$ cat src/rtl/reg16_ser_pkg.sv
// rtl/reg16_ser_pkg.sv - shared types, constants and emission order for the reg16_ser10 unloader
package reg16_ser_pkg;

  typedef enum logic {
    IDLE = 1'b0,
    SEND = 1'b1
  } state_t;

  localparam int NWORDS = 10;
  localparam int IDX_W  = 4;
  localparam logic [IDX_W-1:0] LAST_IDX = 4'd9;

  // Maps an emission index to the Din port number (1..10) whose word goes out at that slot.
  // The order undoes the shift-in chain Qout1->Qout6->Qout2->Qout7->...->Qout10, so the
  // first word emitted travels all the way to Qout10 and the last one stays in Qout1.
  function automatic logic [IDX_W-1:0] order_din(input logic [IDX_W-1:0] idx);
    logic [IDX_W-1:0] num;
    case (idx)
      4'd0:    num = 4'd10;
      4'd1:    num = 4'd5;
      4'd2:    num = 4'd9;
      4'd3:    num = 4'd4;
      4'd4:    num = 4'd8;
      4'd5:    num = 4'd3;
      4'd6:    num = 4'd7;
      4'd7:    num = 4'd2;
      4'd8:    num = 4'd6;
      4'd9:    num = 4'd1;
      default: num = 4'd0;
    endcase
    return num;
  endfunction

endpackage

$ cat src/rtl/reg16_ser_sel.sv
// rtl/reg16_ser_sel.sv - combinational 10:1 word mux following the emission order table
module reg16_ser_sel
  import reg16_ser_pkg::*;
#(
  parameter int WIDTH = 16
) (
  input  logic [NWORDS-1:0][WIDTH-1:0] words_i,
  input  logic [IDX_W-1:0]             idx_i,
  output logic [WIDTH-1:0]             word_o
);

  logic [IDX_W-1:0] din_num;

  // Pick the captured word whose Din number sits at this index; unreachable indices give zero.
  always_comb begin
    word_o  = '0;
    din_num = order_din(idx_i);
    for (int i = 0; i < NWORDS; i++) begin
      if (din_num == IDX_W'(i + 1)) begin
        word_o = words_i[i];
      end
    end
  end

endmodule

$ cat src/rtl/reg16_ser10.sv
// rtl/reg16_ser10.sv - 10-word parallel-to-serial unloader; `define REG16_SER_LAST_EN adds out_last
module reg16_ser10 #(
  parameter int WIDTH = 16
) (
  input  logic             clock,
  input  logic             reset,
  input  logic             load,
  input  logic [WIDTH-1:0] Din1,
  input  logic [WIDTH-1:0] Din2,
  input  logic [WIDTH-1:0] Din3,
  input  logic [WIDTH-1:0] Din4,
  input  logic [WIDTH-1:0] Din5,
  input  logic [WIDTH-1:0] Din6,
  input  logic [WIDTH-1:0] Din7,
  input  logic [WIDTH-1:0] Din8,
  input  logic [WIDTH-1:0] Din9,
  input  logic [WIDTH-1:0] Din10,
  output logic [WIDTH-1:0] Dout,
  output logic             out_valid,
  input  logic             out_ready,
  output logic             busy,
`ifdef REG16_SER_LAST_EN
  output logic             out_last,
`endif
  output logic             frame_done
);

  import reg16_ser_pkg::*;

  state_t                        state_q, state_d;
  logic [IDX_W-1:0]              idx_q, idx_d;
  logic [NWORDS-1:0][WIDTH-1:0]  words_q, words_d;
  logic                          frame_done_q, frame_done_d;
  logic [WIDTH-1:0]              sel_word;

  // Next-state, index counter, capture and handshake outputs.
  always_comb begin
    state_d      = state_q;
    idx_d        = idx_q;
    words_d      = words_q;
    frame_done_d = 1'b0;
    out_valid    = 1'b0;
    busy         = 1'b0;
    case (state_q)
      IDLE: begin
        if (load) begin
          words_d = {Din10, Din9, Din8, Din7, Din6, Din5, Din4, Din3, Din2, Din1};
          idx_d   = '0;
          state_d = SEND;
        end
      end
      SEND: begin
        if (idx_q > LAST_IDX) begin
          // Corrupted index: abandon the frame quietly.
          state_d = IDLE;
          idx_d   = '0;
        end else begin
          out_valid = 1'b1;
          busy      = 1'b1;
          if (out_ready) begin
            if (idx_q == LAST_IDX) begin
              state_d      = IDLE;
              idx_d        = '0;
              frame_done_d = 1'b1;
            end else begin
              idx_d = idx_q + 4'd1;
            end
          end
        end
      end
      default: begin
        state_d = IDLE;
        idx_d   = '0;
      end
    endcase
  end

  // State register with synchronous reset that overrides everything.
  always_ff @(posedge clock) begin
    if (reset) begin
      state_q      <= IDLE;
      idx_q        <= '0;
      words_q      <= '0;
      frame_done_q <= 1'b0;
    end else begin
      state_q      <= state_d;
      idx_q        <= idx_d;
      words_q      <= words_d;
      frame_done_q <= frame_done_d;
    end
  end

  reg16_ser_sel #(
    .WIDTH(WIDTH)
  ) u_sel (
    .words_i(words_q),
    .idx_i  (idx_q),
    .word_o (sel_word)
  );

  assign Dout       = out_valid ? sel_word : '0;
  assign frame_done = frame_done_q;

`ifdef REG16_SER_LAST_EN
  assign out_last = out_valid && (idx_q == LAST_IDX);
`endif

endmodule

$ cat config.mk
export PLATFORM = sky130hd
export DESIGN_NAME = reg16_ser10
export DESIGN_NICKNAME = d
export VERILOG_FILES = /design/src/rtl/reg16_ser_pkg.sv /design/src/rtl/reg16_ser_sel.sv /design/src/rtl/reg16_ser10.sv
export SDC_FILE = /design/constraint.sdc
export NUM_CORES = 1
export LEC_CHECK = 0
export BUFFER_PORTS_ARGS = -buffer_cell sky130_fd_sc_hd__buf_4
export CORE_MARGIN = 2
export CORE_UTILIZATION = 50
export DETAILED_ROUTE_END_ITERATION = 8
export MAX_ROUTING_LAYER = met4
export PLACE_DENSITY = 0.8
export SLEW_MARGIN = 20
export SYNTH_ARGS = -nofsm -noshare
export SYNTH_HDL_FRONTEND = slang
export SYNTH_SLANG_ARGS = --single-unit
$ cat constraint.sdc
create_clock -name clock -period 2.4 [get_ports clock]
set_input_delay 0.24 -clock clock [delete_from_list [all_inputs] [get_ports clock]]
set_output_delay 0.24 -clock clock [all_outputs]
set_load 0.05 [all_outputs]
# After elaboration in Yosys (flattened, before gate mapping)
# Memory sizes are Yosys's and may differ from the RTL's. A register that Yosys moved wholly into a read port is not among the register bits.
# Cells that the tools add are included.
# word_totals
mem_bits_ro,64
elab_cells,60
out_inout_bits,19
register_bits,166
memories,1
inputBits,164
# mem_list
name,words,word_bits,rd,rd_ports_with_merged_regs,write_ports,line,text
(name not given),16,4,1,1,0,reg16_ser_pkg.sv:18,case (idx)
# classes
addsub,1
n_reduce_logical,3
magnitude_cmp,1
n_bitwise,2
eq_ne,13
mux,26
# ops
cell,count
$mux 16,11
$mux 4,6
$eq 4x3->1 const B,4
$eq 4x4->1 const B,4
$eq 4x2->1 const B,2
$pmux 4 s2,1
$mux 1,7
$add 4x1->4 const B,1
$eq 4x1->1 const B,1
$gt 4x4->1 const B,1
$reduce_and 2->1,2
$reduce_or 4->1,1
$ne 3x2->1 const B,1
$ne 2x2->1 const B,1
$not 1->1,2
$pmux 1 s2,1

# Logic depth before layout (Yosys ltp)
# logic_depth
depth_word,12
ltp_mapped,9
ltp_nobuf,8

# Cells and area by module
# Synthesis repeated with hierarchy kept, for this count alone.
# hier_totals
hier_cells,1326
hier_area_um2,9441.6
# modules_own_cells
mod,n_inst,area_per_inst_um2,seq_area_each_um2,cells_each
reg16_ser10,1,5941.9,3323.2,753
reg16_ser_sel,1,3499.6,0.0,573

# Least setup slack after synthesis
# OpenSTA, ideal clock, no wires.
# synth_timing
kind,register to output
start,register idx_q[1]
end,output Dout[12]
path_slack_ps,-183
arrival_ps,2343
path_buffers,2
t_required_ps,2160
stages_incl_launch_ff,7
path_cell_list,dfxtp_1 buf_6 o21ai_4 and2_1 clkbuf_1 o21ai_0 a21oi_1
# synth_between
elab_chain_cells,4
# synth_lines
item,line,text
from (decl),reg16_ser10.sv:31,"logic [IDX_W-1:0] idx_q, idx_d;"
from (signal assigned),reg16_ser10.sv:87,idx_q <= idx_d;
$gt 4x4->1,reg16_ser10.sv:53,if (idx_q > LAST_IDX) begin
$mux 1 (2 in a row),n/a,
named net busy,reg16_ser10.sv:21,"output logic busy,"
$mux 16,reg16_ser10.sv:101,assign Dout = out_valid ? sel_word : '0;
to (decl),reg16_ser10.sv:18,"output logic [WIDTH-1:0] Dout,"
# The timed path passes the listed nets, and every way through them passes these cells.

# Worst setup path after layout
# layout_timing
start,"register, netlist name u_sel.din_num[0]"
end,output Dout[2]
# layout_between
elab_chain_cells,12
word_cells_on_any_way,21
cone_classes,eq/ne (10); mux (11)
# layout_lines
item,line,text
$eq 4x1->1,reg16_ser_sel.sv:19,if (din_num == IDX_W'(i + 1)) begin
$mux 16 (9 in a row),reg16_ser_sel.sv:19,
$mux 16 *,reg16_ser_sel.sv:19,
$mux 16 *,reg16_ser10.sv:101,
# Every way passes the cells marked *; elsewhere a longest branch is shown, timed or not.

==> impl_metrics.csv <==
group,metric,value,unit
critical_path,crit_slowest_cell,"dfxtp_4",
synthesis,synthFlopType,"dfxtp_1",
job,drv_cap,0,
power,p_per_area,689,mW/mm^2
global_routing,grt_util_all_layers,29.9,%
cts,htreeDepth,4,
timing,fin_hold_ws,0.0330,ns
outcome,status,"complete, no violations",
timing,rsz0062_at_grt,"true",
routing,viasPerCell,5.67,
routing,drtIter0Drc,678,
cts,cts_root_buf,"clkbuf_16",
routing,drt-total-wl,24200,um
critical_path,critPathLaunchType,"register",
die,die_x,128,um
finish,nets,1319,
place,dpl_cell_area,0.00920,sq mm
global_routing,grt_overflow,0,
finish,area_growth,33.0,%
routing,drt_first_pass_iters,5,
critical_path,crit_path_max_fanout,6,
place,portBuffers,182,
place,hpwlAfterDp,16400,um
cts,clock-sinks,170,
synthesis,synthCells,1004,
die,fp-row-count,45,
synthesis,synth.distinct_cells,56,
critical_path,end_kind,"primary output",
timing,maxSlewViolCount,0,
die,core,0.0151,sq mm
die,fp.dieH,128,um
finish,fin_area,0.0102,sq mm
global_routing,grt_max_degree,161,
global_routing,grt_pass1_wl,36700,um
synthesis,synth_edf_count,0,
critical_path,slowest_delay,0.39,ns
timing,setup_viol,0,
critical_path,required,2.16,ns
global_routing,antenna_found_initial,0,
synthesis,synthArstFlopShare,0,%
timing,relSlewSlack,34.5,%
routing,wl_per_cell,17.9,um
die,start_util,50.8,%
routing,met2_length,11900,um
synthesis,syn_nets,1172,
routing,vias,7665,
cts,cts_tree,"done",
timing,hold_viol_final,0,
synthesis,syn-cell-area,0.00770,sq mm
critical_path,arrival,2.15,ns
cts,cts_hold_buf,0,
routing,met3_wirelength,1670,um
power,total_power,0.00706,W
global_routing,grt_pass1_vias,6941,
timing,fin_crit,2.39,ns
timing,clock_skew,0.00744,ns
critical_path,cp.buffers_inverters,3,
cts,clk_pin_slew,0.07,ns
routing,route.detailed.drc,0,
routing,drt-met1-wl,10000,um
timing,min_period_over_period,99.6,%
timing,tightest_slew,0.982,ns
synthesis,yosysWarnings,0,
finish,num_antenna_cells,0,
synthesis,yosysSeqAreaShare,44.2,%
synthesis,ys_ff_latch,170,
worst_hold_path,hold_path.class,"in -> reg",
place,gp_congestion,0.898,
finish,drive_gt1_share,28.4,%
routing,top_layer,"met4",
timing,max_freq,418,MHz
power,irDropWorstVdd,0.581,mV
routing,ant_nets,0,
critical_path,path_delay_family,"compound AO/OA/AOI/OAI gates",
finish,nFillCells,1247,
cts,cts_buffers,17,
synthesis,syn_area_per_cell,7.67,sq um
cts,clockBufferDepth,2,
die,io-pin-count,183,
critical_path,path_cells,"clkbuf_16, nor2b_4, buf_6, a21oi_1, o22ai_1, a22oi_2, a21oi_2, buf_4",
cts,clk_latency,0.43,ns
power,cellLeakagePower,4.25,nW
critical_path,criticalPathCategory,"reg -> out",
die,die_area,0.0164,sq mm
## sequential cells by signal (all words and copies together) (netlist names)
signal,cells
state_q,1
idx_q,4
u_sel.din_num,4
frame_done,1
words_q,160
## power breakdown
group / internal (W) / switching [W]
Combinational: 0.000551 / 0.000701
Clock: 0.00152 / 0.00118
Sequential: 0.00298 / 0.000121
Total: 0.00506 / 0.00201
## path summary, 6_finish.rpt
check	from	to	slack, ns	cells after the start
worst max register to register	idx_q[1]	u_sel.din_num[2]	0.30	8
worst min register to register	words_q[108]	words_q[108]	0.45	2
worst max-delay path	u_sel.din_num[0]	Dout[2]	0.009	8
worst min-delay path	reset	frame_done	0.03	2
## worst register-to-register path, stage by stage (launching register included)
cell      delay (ns)
dfxtp_1         0.32
o211a_4         0.27
a211oi_2        0.25
nor3b_1         0.08
o21ai_1         0.21
a21o_1          0.19
ha_1            0.19
or3b_1          0.34
a31oi_1         0.17
## what timing repair did
| action | 4_1_cts | 5_1_grt |
|---|---|---|
| buffers inserted | 4 | 1 |
| pin swaps | 5 | 19 |
| setup endpoints to repair | 16 | 16 |
| endpoints found under the hold margin | 0 | 0 |
| resized for setup | 28 | 39 |
| gates cloned | 3 | 3 |
## per-layer routing
metal,up-vias,GRT usage [%]
met5,-,-
met4,0,9.70
met3,52,6.01
met2,315,48.5
met1,3586,37.4
li1,3712,-
## cell families (layout without fill, tap and decap cells)
| kind of cell | after synthesis | count (layout) | share of synthesized area [%] |
|---|---|---|---|
| simple gates | 393 | 393 | 20.1 |
| compound gates | 311 | 311 | 24.8 |
| flops | 170 | 170 | 44.2 |
| buf+inv | 95 | 255 | 5.56 |
| mux | 30 | 30 | 4.57 |
| fa+ha+maj | 4 | 4 | 0.650 |
| xor+xnor | 1 | 1 | 0.114 |
## through the flow
stage | std cells | setup slack (ns) | setup TNS (ns) | util (%)
6_report | 1352 | 0.00941 | 0 | 67.6
3_5_place_dp | 1309 | 0.287 | 0 | 60.7
2_1_floorplan | 1004 | 0.0742 | 0 | -
3_3_place_gp | 1309 | 0.333 | 0 | 60.7
4_1_cts | 1348 | 0.00818 | 0 | 66.3
5_1_grt | 1352 | -0.0423 | -0.175 | 67.6
## cell usage in the layout (no fill, tap or decap), types with 3 or more instances in the layout
cell type  netlist  layout
nand2_1        345     344
buf_4            6     188
a21oi_1        196     183
dfxtp_1        170     167
nor2_1          24      22
a22oi_2          0      20
clkbuf_16        0      19
o21ai_0         17      16
buf_6            2      16
mux2_2          14      15
o211a_1         15      15
a21oi_2          1      14
o2bb2ai_1       13      13
mux2_1          13      12
o22ai_2          0      10
a22oi_1         28       8
o22ai_1         17       7
inv_1            6       6
buf_12           0       6
o21ai_1          4       5
clkinv_4         0       5
nand4_1          4       4
ha_1             4       4
clkbuf_8         0       4
nor2b_1          5       3
nor2_2           1       3
clkinv_2         0       3
bufbuf_16        0       3
## synth_stat cells, types with 2 or more instances
library cell / count / area share, %
o22ai_1: 17 / 1.4
o21ai_1: 4 / 0.26
buf_4: 6 / 0.58
nand3_1: 2 / 0.13
o2bb2ai_1: 13 / 1.5
clkbuf_1: 50 / 2.4
a22oi_1: 28 / 2.7
a21oi_1: 196 / 13
nand4_1: 4 / 0.32
nand2b_1: 2 / 0.16
nor2_1: 24 / 1.2
o211ai_1: 2 / 0.19
buf_2: 27 / 1.8
buf_6: 2 / 0.29
o21ai_0: 17 / 1.1
ha_1: 4 / 0.65
inv_1: 6 / 0.29
dfxtp_1: 170 / 44
nor2b_1: 5 / 0.41
nand2_1: 345 / 17
o211a_1: 15 / 1.9
buf_1: 3 / 0.15
nor3_1: 2 / 0.13
a211oi_1: 2 / 0.19
mux2_1: 13 / 1.9
mux2_2: 14 / 2.0
o21a_1: 2 / 0.19
## final cells by class
type	count	area (sq um)	share of cell area [%]
Multi-Input combinational cell	739	4110	40.2
Sequential cell	170	3410	33.3
Timing Repair Buffer	216	1870	18.3
Clock buffer	20	467	4.55
Tap cell	188	235	2.30
Clock inverter	12	116	1.14
Inverter	7	28.8	0.281
Power figures use the tool's default switching activity.
